File: config.mk
export PLATFORM = sky130hd
export DESIGN_NAME = dynamic_shreg_mc
export DESIGN_NICKNAME = d
export VERILOG_FILES = /design/src/rtl/dynamic_shreg_mc.sv
export SDC_FILE = /design/constraint.sdc
export NUM_CORES = 2
export LEC_CHECK = 0
export ABC_CLOCK_PERIOD_IN_PS = 2390
export BUFFER_PORTS_ARGS = -buffer_cell sky130_fd_sc_hd__buf_4
export CORE_ASPECT_RATIO = 1.4
export CORE_MARGIN = 5
export CORE_UTILIZATION = 50
export CTS_BUF_LIST = sky130_fd_sc_hd__clkbuf_16
export DETAILED_ROUTE_END_ITERATION = 6
export PLACE_DENSITY = 0.7
export SYNTH_ARGS = -nofsm -noshare
export SYNTH_HDL_FRONTEND = slang
export SYNTH_SLANG_ARGS = --single-unit
File: constraint.sdc
create_clock -name clk -period 2.39 [get_ports clk]
set_input_delay 0.1195 -clock clk [delete_from_list [all_inputs] [get_ports clk]]
set_output_delay 0.1195 -clock clk [all_outputs]
set_load 0.01 [all_outputs]
File: src/rtl/dynamic_shreg_mc.sv
// Multi-channel variable-tap delay line with a shared valid chain and occupancy count.
// Used to realign datapath operands whose pipeline latencies differ at run time.
module dynamic_shreg_mc #(
    parameter int DW   = 16,
    parameter int AW   = 5,
    parameter int NCH  = 4,
    parameter int OREG = 0
) (
    input  logic              clk,
    input  logic              rst_n,
    input  logic              ce,
    input  logic              flush,
    input  logic              din_vld,
    input  logic [NCH*DW-1:0] din,
    input  logic [NCH*AW-1:0] addr,
    output logic [NCH*DW-1:0] dout,
    output logic [NCH-1:0]    dout_vld,
    output logic [AW:0]       fill
);

    localparam int DEPTH = 2**AW;
    localparam logic [AW:0] FILL_ONE = {{AW{1'b0}}, 1'b1};

    // Index 0 holds stage 1, index DEPTH-1 holds stage DEPTH.
    logic [DW-1:0]     sr_r [NCH][DEPTH];
    logic [DEPTH-1:0]  vld_r;
    logic [AW:0]       fill_r;
    logic [NCH*DW-1:0] tap_dat_s;
    logic [NCH-1:0]    tap_vld_s;

    // Data stages shift on ce and carry no reset so they map onto shift-register primitives
    always_ff @(posedge clk) begin
        if (ce) begin
            for (int c = 0; c < NCH; c++) begin
                sr_r[c][0] <= din[c*DW +: DW];
                for (int i = 1; i < DEPTH; i++) begin
                    sr_r[c][i] <= sr_r[c][i-1];
                end
            end
        end
    end

    // Valid chain and occupancy; flush drops the incoming tag along with the chain
    always_ff @(posedge clk) begin
        if (!rst_n) begin
            vld_r  <= '0;
            fill_r <= '0;
        end else if (flush) begin
            vld_r  <= '0;
            fill_r <= '0;
        end else if (ce) begin
            vld_r <= {vld_r[DEPTH-2:0], din_vld};
            case ({din_vld, vld_r[DEPTH-1]})
                2'b10:   fill_r <= fill_r + FILL_ONE;
                2'b01:   fill_r <= fill_r - FILL_ONE;
                default: fill_r <= fill_r;
            endcase
        end
    end

    // Per-channel tap multiplexer; delay is addr+1 stages
    always_comb begin
        tap_dat_s = '0;
        tap_vld_s = '0;
        for (int c = 0; c < NCH; c++) begin
            tap_dat_s[c*DW +: DW] = sr_r[c][addr[c*AW +: AW]];
            tap_vld_s[c]          = vld_r[addr[c*AW +: AW]];
        end
    end

    generate
        if (OREG != 0) begin : g_oreg
            logic [NCH*DW-1:0] dout_r;
            logic [NCH-1:0]    dout_vld_r;

            // Output register follows the tap every clock, independent of ce
            always_ff @(posedge clk) begin
                if (!rst_n) begin
                    dout_r     <= '0;
                    dout_vld_r <= '0;
                end else begin
                    dout_r     <= tap_dat_s;
                    dout_vld_r <= flush ? {NCH{1'b0}} : tap_vld_s;
                end
            end

            assign dout     = dout_r;
            assign dout_vld = dout_vld_r;
        end else begin : g_comb
            assign dout     = tap_dat_s;
            assign dout_vld = tap_vld_s;
        end
    endgenerate

    assign fill = fill_r;

endmodule
==> results.py <==
metrics = {
    "floorplan": {
        "start_util_pct": 50.2,
        "rows": 174,
        "dieArea_sq_mm": 0.169,
        "core-area_sq_mm": 0.160,
        "die_h_um": 485,
        "io_pins": 163,
        "die_x_um": 349,
    },
    "synthesis": {
        "yosys_warnings": 0,
        "synth-edff-count": 2048,
        "yosys-top-cells-area": "edfxtp_1, mux2i_1, mux4_2, a22oi_1, dfxtp_1",
        "synthTopCellsByCount": "edfxtp_1, mux2i_1, a22oi_1",
        "syn_area_per_cell_sq_um": 20.6,
        "yosysTopAreaCell": "edfxtp_1",
        "ys_types": 38,
        "ys_seq_area_share_pct": 77.4,
        "syn_inst": 3906,
        "ys.flop_type": "edfxtp_1",
        "ys_seq_elements": 2086,
        "syn_area_sq_mm": 0.0804,
        "synth_top_area_share_pct": 76.5,
        "synth-async-reset-ratio_pct": 0,
        "syn_nets": 3998,
        "synth_most_common_cell": "edfxtp_1",
    },
    "global_routing": {
        "grt_use_total_pct": 19.2,
        "grt_pass1_vias": 41100,
        "gr-total-overflow": 0,
        "antenna_found_initial": 2,
        "grt_max_degree": 130,
        "grt_pass1_wl_um": 253000,
    },
    "drt": {
        "post-route-drc-count": 0,
        "vias": 40600,
        "drt_first_pass_iters": 5,
        "wl_per_cell_um": 24.6,
        "ant_nets": 0,
        "drt_wl_total_um": 166000,
        "vias_per_cell": 6.00,
        "drt_iter0_drc": 4147,
    },
    "worst_hold_path": {
        "hold_path_class": "in -> reg",
        "worstHoldStart": "din[23]",
    },
    "placed_design": {
        "numPortBuffers": 162,
        "placed_cell_area_sq_mm": 0.0854,
        "routabilityCongestion": 0.773,
        "dpl.hpwl_um": 96400,
        "pre_cts_ws_ns": 0.223,
    },
    "status": {
        "violations": "setup timing",
        "status": "finished, violations left",
    },
    "sta": {
        "rsz0062_at_grt": "yes",
        "setup_ws_ns": -0.149,
        "relSlewSlack_pct": 49.1,
        "fin_crit_ns": 2.54,
        "fin_hold_ws_ns": 0.0605,
        "finalClockSkew_ns": 0.0345,
        "max_freq_mhz": 394,
        "drv_slew": 0,
        "finalHoldViolCount": 0,
        "final-setup-viol-count": 35,
        "worst_slew_pin_slew_ns": 0.763,
        "finalSetupTns_ns": -2.11,
        "fin_crit_sh_pct": 106,
    },
    "clocking": {
        "clock_path_buffers": 3,
        "cts.sinks": 2086,
        "cts-htree-levels": 4,
        "cts.clk_slew.worst_paths_ns": 0.07,
        "cts_made_buffers": 193,
        "cts_tree": "yes",
        "worstSkewPairLatency_ns": 0.82,
        "cts-root-buf": "clkbuf_16",
    },
    "pwr": {
        "p_clk_share_pct": 37.8,
        "p_sw_share_pct": 22.3,
        "combinationalPowerShare_pct": 6.7,
        "vdd_drop_max_mv": 0.754,
        "leakagePower_nw": 33.2,
        "power_per_cell_area_mw_per_mm2": 833,
        "pwr-share-seq_pct": 55.5,
        "p_int_w": 0.0611,
        "p_sw_w": 0.0176,
    },
    "worst_setup_path": {
        "worstPathRequired_ns": 2.27,
        "critPathKind": "reg -> out",
        "startpoint": "vld_r[20]$_SDFFE_PP0P_",
        "end_kind": "primary output",
        "cp-start-kind": "register",
        "crit_arrival_ns": 2.42,
        "r2r_start": "vld_r[31]$_SDFFE_PP0P_",
        "critPathMaxFanout": 5,
    },
    "final_layout": {
        "nNetsFinal": 4578,
        "finalInstanceArea_sq_mm": 0.0944,
        "synthToLayoutAreaGrowth_pct": 17.3,
        "drive_above_1_share_pct": 25.2,
        "utilization_pct": 58.9,
    },
    "run": {
        "max_cap_viol_count": 0,
    },
}
final timing paths:
path	to	slack, ns	cells past startpoint
worst max-delay path	dout_vld[0]	-0.15	4
worst min register to register	sr_r[1][97]$_DFFE_PP_	0.42	0
worst min-delay path	sr_r[1][503]$_DFFE_PP_	0.06	2
worst max register to register	fill[2]$_SDFFE_PP0P_	0.42	7
repair_timing:
item                       CTS  global route
setup endpoints to repair   67            68
resized for setup          103            31
buffers inserted           107            48
hold endpoints to repair   598             0
hold buffers               122             0
pin swaps                  127            65
logic make-up after synthesis:
family | Yosys count | share of synthesized area (%)
flops | 2086 | 77.4
mux | 851 | 14.9
compound gates | 421 | 3.91
simple gates | 302 | 2.04
buf+inv | 239 | 1.66
xor+xnor | 4 | 0.0436
fa+ha+maj | 3 | 0.0467
per-stage QoR:
stage | power, W | std cells
2_1_floorplan | 0.0465 | 3906
3_3_place_gp | 0.0490 | 6126
3_5_place_dp | 0.0492 | 6126
4_1_cts | 0.0794 | 6711
5_1_grt | 0.0816 | 6760
6_report | 0.0786 | 6762
layout make-up:
type                    count  area [sq um]
repair buffers            622          5980
flip-flops and latches   2086         62300
inverters                   2          7.51
multi-input cells        1581         17300
clock inverters           160          1180
diodes                      3          7.51
well taps                2112          2640
fillers                 11500         65900
clock buffers             196          4900
registers in the layout, summed over array words and instances, names as in the netlist:
name	flops
vld_r	32
fill	6
sr_r	2048
power groups by stage:
stage | clock [W] | sequential [W] | combinational, W
floorplan | 0 | 0.0439 | 0.00264
global route | 0.0321 | 0.0438 | 0.00565
CTS | 0.0305 | 0.0436 | 0.00525
global placement | 0 | 0.0442 | 0.00478
finish | 0.0297 | 0.0436 | 0.00528
detailed placement | 0 | 0.0443 | 0.00486
worst max-delay path: stages (launching register included):
cell and delay [ns]:
dfxtp_4 0.38, mux4_2 0.51, a22oi_2 0.18, nand4_1 0.29, buf_4 0.26
cells in the final DEF (no fill, tap or decap), drive strengths merged, types with 38 or more instances in the layout:
cell,netlist,routed
buf,162,500
dlygate4sd3,0,122
clkinv,0,100
edfxtp,2048,2048
clkbuf,75,196
a22oi,409,409
nand4,68,68
mux2i,579,579
nor2,46,46
dfxtp,38,38
nand3,136,136
inv,2,44
mux4,272,272
routing by layer:
layer / track usage, % / vias up / wire [um]
met4: 4.69 / 0 / 3080
met2: 30.0 / 1454 / 79100
met1: 28.3 / 21400 / 73000
li1: - / 17500 / -
met5: 0 / - / 0
met3: 3.62 / 219 / 11100
(Power assumes the default switching activity.)
